==> src/rtl/burst_rd_pkg.sv <==
// Shared types and helpers for the burst read controller.
package burst_rd_pkg;

   typedef enum logic [1:0] {
      S_IDLE = 2'd0,
      S_READ = 2'd1,
      S_DLY  = 2'd2,
      S_DONE = 2'd3
   } state_e;

   // The length field must hold MAX_BURST itself, so one bit beyond the index width.
   function automatic int len_width(input int max_burst);
      return $clog2(max_burst) + 1;
   endfunction

endpackage

==> src/rtl/burst_rd_fsm.sv <==
// Burst read controller: issues len read strobes at incrementing addresses,
// with optional inter-beat delay, wait-state hold, abort and a done strobe.
module burst_rd_fsm
   import burst_rd_pkg::*;
#(
   parameter int MAX_BURST = 16,
   parameter int DLY       = 1,
   parameter int ADDR_W    = 8,
   parameter int LEN_W     = len_width(MAX_BURST)
) (
   input  logic              clk,
   input  logic              rst,
   input  logic              go,
   input  logic [LEN_W-1:0]  len,
   input  logic [ADDR_W-1:0] base_addr,
   input  logic              ws,
   input  logic              abort,
   output logic              rd,
   output logic [ADDR_W-1:0] addr,
   output logic              ds,
   output logic              aborted,
   output logic              busy,
   output logic [LEN_W-1:0]  beats_done
);

   localparam logic [LEN_W-1:0] MAX_LEN = LEN_W'(MAX_BURST);

   state_e            state_q, state_d;
   logic [ADDR_W-1:0] base_q;
   logic [LEN_W-1:0]  len_q;
   logic [LEN_W-1:0]  beats_q;
   logic [LEN_W-1:0]  beats_inc;
   logic [LEN_W-1:0]  len_eff;
   logic              aborted_q;
   logic              go_accept;
   logic              beat_fire;
   logic              abort_fire;
   logic              dly_last;

   assign len_eff   = (len > MAX_LEN) ? MAX_LEN : len;
   assign beats_inc = beats_q + 1'b1;

   // NOTE: every signal written here gets a default first, so no path leaves it
   // unassigned and no latch is inferred.
   always_comb begin
      state_d    = state_q;
      go_accept  = 1'b0;
      beat_fire  = 1'b0;
      abort_fire = 1'b0;
      unique case (state_q)
         S_IDLE: begin
            if (go) begin
               go_accept = 1'b1;
               state_d   = (len_eff == '0) ? S_DONE : S_READ;
            end
         end
         S_READ: begin
            // A beat that completes alongside abort still counts.
            beat_fire = !ws;
            if (abort) begin
               abort_fire = 1'b1;
               state_d    = S_DONE;
            end else if (!ws) begin
               if (DLY > 0)
                  state_d = S_DLY;
               else
                  state_d = (beats_inc < len_q) ? S_READ : S_DONE;
            end
         end
         S_DLY: begin
            if (abort) begin
               abort_fire = 1'b1;
               state_d    = S_DONE;
            end else if (dly_last) begin
               state_d = (beats_q < len_q) ? S_READ : S_DONE;
            end
         end
         S_DONE: state_d = S_IDLE;
         default: state_d = S_IDLE;
      endcase
   end

   // NOTE: sequential state uses non-blocking assignments so every register
   // samples the pre-edge values, independent of statement order.
   always_ff @(posedge clk) begin
      if (rst) begin
         state_q   <= S_IDLE;
         base_q    <= '0;
         len_q     <= '0;
         beats_q   <= '0;
         aborted_q <= 1'b0;
      end else begin
         state_q <= state_d;
         if (go_accept) begin
            base_q    <= base_addr;
            len_q     <= len_eff;
            beats_q   <= '0;
            aborted_q <= 1'b0;
         end
         if (beat_fire)
            beats_q <= beats_inc;
         if (abort_fire)
            aborted_q <= 1'b1;
      end
   end

   generate
      if (DLY > 0) begin : g_dly
         localparam int DW = $clog2(DLY + 1);
         localparam logic [DW-1:0] DLY_INIT = DW'(DLY - 1);
         logic [DW-1:0] dly_q;

         // Loaded as a beat completes, so the DLY state lasts exactly DLY cycles.
         always_ff @(posedge clk) begin
            if (rst)
               dly_q <= '0;
            else if (beat_fire)
               dly_q <= DLY_INIT;
            else if (state_q == S_DLY && dly_q != '0)
               dly_q <= dly_q - 1'b1;
         end

         assign dly_last = (dly_q == '0);
      end else begin : g_no_dly
         assign dly_last = 1'b1;
      end
   endgenerate

   assign rd         = (state_q == S_READ);
   assign addr       = rd ? (base_q + ADDR_W'(beats_q)) : '0;
   assign ds         = (state_q == S_DONE);
   assign busy       = (state_q != S_IDLE);
   assign aborted    = aborted_q;
   assign beats_done = beats_q;

endmodule

==> config.mk <==
export PLATFORM = sky130hd
export DESIGN_NAME = burst_rd_fsm
export DESIGN_NICKNAME = d
export VERILOG_FILES = /design/src/rtl/burst_rd_pkg.sv /design/src/rtl/burst_rd_fsm.sv
export SDC_FILE = /design/constraint.sdc
export NUM_CORES = 1
export LEC_CHECK = 0
export ABC_CLOCK_PERIOD_IN_PS = 2650
export CORE_MARGIN = 2
export CORE_UTILIZATION = 48
export DETAILED_ROUTE_END_ITERATION = 6
export GPL_TIMING_DRIVEN = 0
export PLACE_DENSITY = 0.9
export SYNTH_ARGS = -nofsm -noshare
export SYNTH_HDL_FRONTEND = slang
export SYNTH_SLANG_ARGS = --single-unit
export TNS_END_PERCENT = 10
==> constraint.sdc <==
create_clock -name clk -period 2.65 [get_ports clk]
set_clock_uncertainty 0.15 [all_clocks]
set_input_delay 0.53 -clock clk [delete_from_list [all_inputs] [get_ports clk]]
set_output_delay 0.53 -clock clk [all_outputs]
set_load 0.01 [all_outputs]
# Word-level counts from Yosys, hierarchy flattened
# Index checks and enable logic that the tools add are counted.
# Widths: inputs -> output; s select.
# word_totals
register_bits,22
input_bits,18
word_cells,46
# op_classes
add_sub_neg,3
n_lt_le_gt_ge,2
n_eq_ne,6
mux,19
reduce_logical,10
# ops
operator,n
$mux 5,3
$mux 2,7
$add 8x5->8,1
$mux 8,1
$pmux 2 s4,1
$mux 1,7
$ne 3x3->1 const B,2
$reduce_bool 2->1,3
$add 5x1->5 const B,1
$gt 5x5->1 const B,1
$logic_not 5->1,1
$lt 5x5->1,1
$eq 2x2->1 const B,2
$reduce_or 2->1,2
$reduce_and 3->1,1
$eq 2x1->1 const B,1
$logic_not 2->1,1
$ne 2x2->1 const B,1
$logic_and 1x1->1,1
$logic_not 1->1,1
$sub 1x1->1 const B,1

# Longest topological paths before layout
# Gate-level depths: netlist of the first run.
# depth
word_depth,6
mapped_depth,6
ltp_nobuf,6

# Worst setup path before layout of the first run
# No wires, ideal clock.
# synth_path
path_type,register -> output
startpoint,reg beats_q[0] (netlist: beats_done[0])
endpoint,out addr[6]
arrival_time_ns,1.613
required_time_ns,1.970
slack_ns,0.357
path_stages_with_launch,7
cell_sequence,dfxtp_1 -> ha_1 -> fa_1 -> a21oi_1 -> o211ai_1 -> xor2_1 -> and2_1
# synth_via
elab_chain_len,2
# synth_rtl
item,line_no,rtl
from (decl),burst_rd_fsm.sv:31,logic [LEN_W-1:0] beats_q;
from (signal assigned),burst_rd_fsm.sv:101,beats_q <= beats_inc;
$add 8x5->8,burst_rd_fsm.sv:130,assign addr = rd ? (base_q + ADDR_W'(beats_q)) : '0;
$mux 8,burst_rd_fsm.sv:130,
to (decl),burst_rd_fsm.sv:19,"output logic [ADDR_W-1:0] addr,"
# No other way between the ends.

# Worst setup path after layout of the first run
# layout_path
startpoint,reg beats_q[0] (netlist: beats_done[0])
endpoint,out addr[4]
# Same word-level chain as after synthesis.

==> results.md, run 1 <==
* Largest net degree at the start of global routing at 13
* Storage cell area at ~450 um^2
* Async set-reset flop share out of synthesis at 0%
* Die H at between 50 and 60 um
* Residual DRC at 0
* R2r startpoint: state_q[0]$_SDFFE_PP0P_
* Num CTS Buffers at 3
* Crit start category: flip-flop
* Antenna-violating nets left at 0
* Initial core utilization at 49.7%
* Reg2reg path depth at 6
* Share of the synthesized area in the top cell type at 32.4%
* Peak VDD IR at around 0.68 mV
* WP data required at 1.97 ns
* Setup slack, reg-to-reg at 0.68 ns
* Hold-fix buffers, CTS at 0
* Half-perimeter wire length after placement at between 2 and 2.5 mm
* Via count at 1,331
* Tcrit/Tclk final at 100%
* Pre-CTS setup slack at -0.243 ns
* Setup TNS at -0.00123 ns
* CP max-delay cell: fa_2
* Largest cells by area after synthesis: dfxtp_1 32%, ha_1 14%, nand2_1 6.9%
* Max-cap violations at 0
* Total congestion overflow at 0
* Share of cells above drive strength 1 at 15.9%
* Area of the multi-input gates at 930 um^2
* FILL cells at 221
* Status: finished, violations left
* Post-synthesis sequential area ratio at 32.4%
* Pin slew with the least headroom to its limit at 0.518 ns
* Synthesized area at 1360 um^2
* Worst hold margin at 0.319 ns
* Antenna diode instance count at 0
* Post-synth EDFFs at 0
* Total wire length at approximately 3.2 mm
* Root Driver: clkbuf_4
* CTS tree: done
* Largest area contributor in the netlist: dfxtp_1
* IO buf count at 34
* Unrepaired setup endpoints after global routing: true
* Fin area at ~1900 um^2
* Worst setup EP type: output port
* Worst EP arrival at 1.97 ns
* CP max FO at 3
* Post-synth net total at 199
* Clk_lat worst skew at approximately 0.30 ns
* Final core utilization at 68.5%
* Ys Warns at 0
* CP Launch Point: beats_done[0]$_SDFFE_PP0P_
* Yosys reg bits at 22
* Global-route wire length before repair at 5.33 mm
* Failing checks: setup timing
* H-tree Lvls at 1
* Die Wd at about 57 um
* Nets at 243
* Hold Vio Cnt, Final at 0
* Reg2reg end: state_q[0]$_SDFFE_PP0P_
* Leakage power at between 0.0007 and 0.0008 uW
* Clk slew on worst S/H paths at 0.12 ns
* Worst Setup Slack, final at -0.00123 ns
* Netlist cell types at 39
* Type of the worst setup path: flip-flop to output port
* Slowest cell delay on critical path at 0.41 ns
* # IOs at 35
* Tot GR Track Use at 20.6%
* CTS sink cnt at 22
* CP cell instances: ha_4 -> fa_2 -> a21oi_4 -> buf_4 -> o21ai_2 -> xor2_1 -> and2_1 -> clkbuf_2
* Synth Instances at 165
* 1st-iter DRT viols at 41
* Finish-stage setup viols at 1
* Slew headroom at around 65%
* WL/cell at 13.5 um
* Area grow syn2layout at 37.6%
* Drt pass-1 iters at 4
* Initial antenna violation count at 0
* Power Dens Cells at just under 700 nW/um^2
* Synth Flop Type: dfxtp_1
* CTS max path bufs at 2
* Post-DP Area at 1740 um^2
* Core area at 2730 um^2
* RD Place Congestion at 0.806
* Cell Rows at 19
* Max Transition Viols Final at 0
* Critical Path End: addr[4]
* Vias in the first global route at 1,237
* Hold crit path type: flip-flop to flip-flop
* Post-DR vias/cell at 5.57
* Fmax at 377 MHz
* Hold_sp: base_q[3]$_SDFFE_PP0P_
* Post-route minimum period at approximately 2.7 ns
* DIE AREA at 3280 um^2
* Mean area per synthesized cell at just over 8 um^2
critical path: cells and delay by family (launching register included):
family                     cells  cell delay, ns
xor gates and xnor gates       1            0.13
adders and majority gates      2            0.58
AOI/OAI and AO/OA              2            0.19
DFF                            1            0.37
and+or+nand+nor                1            0.15
buffers and inverters          2            0.24
stage by stage:
stage | cells | total power, uW
2_1_floorplan | 165 | 817
3_3_place_gp | 230 | 1020
3_5_place_dp | 230 | 1040
4_1_cts | 235 | 1250
5_1_grt | 239 | 1360
6_report | 239 | 1260
logic make-up after synthesis:
group / Yosys count / share of synthesized area (%)
buffers and inverters: 15 / 4.23
muxes: 1 / 0.736
xor gates and xnor gates: 5 / 3.22
and+or+nand+nor: 60 / 22.0
adders and majority gates: 16 / 15.3
AOI/OAI and AO/OA: 46 / 22.2
DFF: 22 / 32.4
routing by layer:
metal / part of all wire (%) / track usage, %
met4: 1.6 / 6.98
met1: 45 / 26.8
met5: 0 / 0
met2: 48 / 35.6
met3: 5.4 / 2.27
layout make-up:
class	instances	area share, %
tap	31	2.07
timing repair buffer	39	19.1
clock buffer	4	1.94
multi-input combinational	128	49.7
sequential	22	24.0
buffer	5	1.27
inverter	10	2.01
worst min-delay path by stage:
stage | to | slack (ns) | cells past startpoint
floorplan | len_q[0]$_SDFFE_PP0P_ | 0.28 | 2
global placement | len_q[0]$_SDFFE_PP0P_ | 0.29 | 2
detailed placement | base_q[0]$_SDFFE_PP0P_ | 0.30 | 2
CTS | len_q[0]$_SDFFE_PP0P_ | 0.32 | 2
global route | base_q[4]$_SDFFE_PP0P_ | 0.35 | 2
finish | base_q[3]$_SDFFE_PP0P_ | 0.32 | 2
power by group:
part / internal, uW / switching [uW] / total (uW)
Combinational: 290 / 349 / 639
Clock: 83.8 / 97.6 / 181
Sequential: 387 / 54.1 / 441
Total: 760 / 501 / 1260
cells in the mapped netlist, drive strengths merged, types with 2 or more instances:
library cell   n
a2111oi        2
nor2          11
clkbuf         4
o21ai          8
nand2         25
o22ai          2
ha            15
nor3b          3
dfxtp         22
a211o          2
inv           10
nand4          2
a211oi         4
xor2           5
nand3b         3
a21oi         18
a22oi          3
nand3          2
o211ai         2
and2           6
repair_timing:
item | CTS | global route
gates cloned | 0 | 0
setup buffers | 1 | 4
setup endpoints to repair | 8 | 5
gates resized for setup | 29 | 16
pin swaps | 5 | 9
state kept, by name (all words and copies together) (netlist names):
register / count
base_q: 8
beats_done: 5
len_q: 5
state_q: 2
aborted: 1
g_dly.dly_q: 1
cell usage in the layout (no fill, tap or decap), types with 2 or more instances in the layout:
master / Yosys / routed
nand3b_1: 3 / 3
nand2_1: 25 / 25
ha_4: 0 / 2
inv_1: 10 / 9
clkbuf_1: 4 / 3
a2111oi_1: 2 / 2
nor3b_1: 3 / 3
dfxtp_1: 22 / 19
xor2_1: 5 / 5
a22oi_1: 2 / 2
a211oi_1: 4 / 3
buf_2: 1 / 3
ha_1: 15 / 12
nand4_1: 2 / 2
and2_1: 6 / 6
nand3_1: 2 / 2
buf_4: 0 / 5
dfxtp_4: 0 / 2
clkbuf_2: 0 / 2
o211ai_1: 2 / 2
clkdlybuf4s50_1: 0 / 27
o21ai_2: 0 / 2
a211o_1: 2 / 2
dlygate4sd2_1: 0 / 2
o21ai_0: 7 / 3
nor2_1: 11 / 11
a21oi_1: 18 / 17
o21ai_1: 1 / 3
clkbuf_4: 0 / 4
No activity file was read; power rests on OpenSTA's default activity.
==> run 2: changes to the inputs <==
Settings changed: ABC_CLOCK_PERIOD_IN_PS 2650 to not set, CORE_UTILIZATION 48 to 50, CTS_BUF_LIST set to sky130_fd_sc_hd__clkbuf_4, PLACE_DENSITY 0.9 to 0.93.
==> results.md, run 2 (synthesis gave the netlist of run 1 again) <==
* Total wire length at 3.54 mm (+9.5%)
* Power Dens Cells at 673 nW/um^2 (-0.11%)
* Met3 Usage GRT at 3.95% (+1.7 points)
* Worst EP arrival at 1.98 ns (about the same)
* Met2 Use GR at 42.5% (+6.9 points)
* Leakage power at 0.000751 uW (-1.4%)
* Fmax at 376 MHz (-0.40%)
* # IOs at 35 (unchanged)
* Slew headroom at 66.0% (+0.52 points)
* Initial antenna violation count at 0 (unchanged)
* Post-route minimum period at 2.66 ns (+0.0106 ns)
* Max-cap violations at 0 (unchanged)
* Cell Rows at 18 (-1)
* Num CTS Buffers at 3 (unchanged)
* Hold-fix buffers, CTS at 0 (unchanged)
* RD Place Congestion at 0.918 (+14%)
* Vias in the first global route at 1,351 (+9.2%)
* Finish-stage setup viols at 2 (+1)
* Setup TNS at -0.0144 ns (-0.0131 ns)
* WP data required at 1.97 ns (about the same)
* Die Wd at 56.2 um (-1.9%)
* Drt pass-1 iters at 4 (unchanged)
* Die H at 56.2 um (-1.9%)
* Worst Setup Slack, final at -0.0118 ns (-0.0106 ns)
* Tot GR Track Use at 22.7% (+2.1 points)
* Grt peak-use layer: met2
* Half-perimeter wire length after placement at 2.69 mm (+13%)
* Peak VDD IR at 0.489 mV (-28%)
* Post-DR vias/cell at 5.75 (+3.2%)
* Unrepaired setup endpoints after global routing: true
* Root Driver: clkbuf_4
* Status: finished, violations left
* CTS max path bufs at 2 (unchanged)
* WL/cell at 15.0 um (+10%)
* H-tree Lvls at 1 (unchanged)
* Largest net degree at the start of global routing at 12 (-1)
* Pin slew with the least headroom to its limit at 0.511 ns (-0.00781 ns)
* CP max FO at 3 (unchanged)
* Pwr Total at 1240 uW (-1.9%)
* Most common cell after layout, fill and taps aside: clkdlybuf4s50_1
* Crit start category: flip-flop
* Initial core utilization at 53.9% (+4.2 points)
* Hold Vio Cnt, Final at 0 (unchanged)
* IO buf count at 34 (unchanged)
* Failing checks: setup timing
* CTS tree: done
* Hold crit path type: flip-flop to flip-flop
* Reg2reg path depth at 6 (unchanged)
* Tcrit/Tclk final at 100% (+0.40 points)
* Type of the worst setup path: flip-flop to output port
* Nets at 243 (unchanged)
* Via count at 1,362 (+2.3%)
* Total congestion overflow at 0 (unchanged)
* Residual DRC at 0 (unchanged)
* Max Transition Viols Final at 0 (unchanged)
* Met1 usage at 23.4% (-3.4 points)
* Clk_lat worst skew at 0.31 ns (about the same)
* Global-route wire length before repair at 5.76 mm (+8.0%)
* Area grow syn2layout at 35.2%
* Antenna-violating nets left at 0 (unchanged)
* Share of cells above drive strength 1 at 14.5% (-1.4 points)
* Register with the most flip-flops: base_q
* Core area at 2520 um^2 (-7.7%)
* Clk slew on worst S/H paths at 0.11 ns (about the same)
* CTS sink cnt at 22 (unchanged)
* Max reg flops at 8 (unchanged)
* Hold depth at 2 (unchanged)
* DIE AREA at 3150 um^2 (-3.7%)
* Most frequent cells in the layout: 27 x clkdlybuf4s50_1, 25 x nand2_1, 19 x dfxtp_1
* Antenna diode instance count at 0 (unchanged)
* 1st-iter DRT viols at 36 (-12%)
* Worst setup EP type: output port
## run 2: cell count changes in the layout (fill, tap and decap cells not counted)
cell and delta:
o311ai_1 +1, clkdlybuf4s15_2 -1, buf_2 +1, o311ai_2 -1, o21ai_2 -1, clkbuf_8 -1, o21ai_1 +1
## run 2: worst paths after layout
| kind | startpoint | to | slack [ns] |
|---|---|---|---|
| hold reg to reg | len_q[0]$_SDFFE_PP0P_ | len_q[0]$_SDFFE_PP0P_ | 0.31 |
| setup / recovery | beats_done[0]$_SDFFE_PP0P_ | addr[4] | -0.01 |
| setup reg to reg | state_q[0]$_SDFFE_PP0P_ | base_q[5]$_SDFFE_PP0P_ | 0.67 |
| hold / removal | len_q[0]$_SDFFE_PP0P_ | len_q[0]$_SDFFE_PP0P_ | 0.31 |
## run 2: metal layers
layer  wire length [um]  vias up
met5                  0        -
met1               1430      634
li1                   -      669
met4                119        0
met3                173       13
met2               1820       46
## run 2: timing repair
action,CTS,global route
gates resized for setup,29,15
pin swaps,5,6
buffers inserted,1,4
endpoints found under the setup margin,8,5
## run 2: where the power goes
part / leakage [uW] / total (uW) / switching [uW] / internal, uW
clock: 0.0000138 / 151 / 97.5 / 53.2
sequential: 0.000182 / 440 / 52.7 / 387
combinational: 0.000556 / 648 / 356 / 291
## run 2: area by class of cell
type	instances	area [um^2]
fillers	201	683
multi-input cells	128	918
inverters	10	37.5
flip-flops and latches	22	449
well taps	30	37.5
clock buffers	3	22.5
plain buffers	5	23.8
repair buffers	39	350
## run 2: worst max-delay path: stages, from the launching register on
cell	delay, ns
dfxtp_4	0.37
ha_4	0.17
fa_2	0.42
a21oi_4	0.15
o21ai_1	0.11
xor2_1	0.16
and2_1	0.16
clkbuf_2	0.12
## run 2: per-stage QoR
| stage | hold slack (ns) | instances | util [%] | instance area [um^2] | setup slack, ns |
|---|---|---|---|---|---|
| 2_1_floorplan | 0.277 | 165 | - | 1360 | 0.357 |
| 4_1_cts | 0.312 | 233 | 71.6 | 1810 | -0.123 |
| 5_1_grt | 0.339 | 237 | 72.9 | 1840 | -0.125 |
| 6_report | 0.312 | 237 | 72.9 | 1840 | -0.0118 |
| 3_3_place_gp | 0.289 | 229 | 68.9 | 1740 | -0.186 |
| 3_5_place_dp | 0.296 | 229 | 68.9 | 1740 | -0.289 |
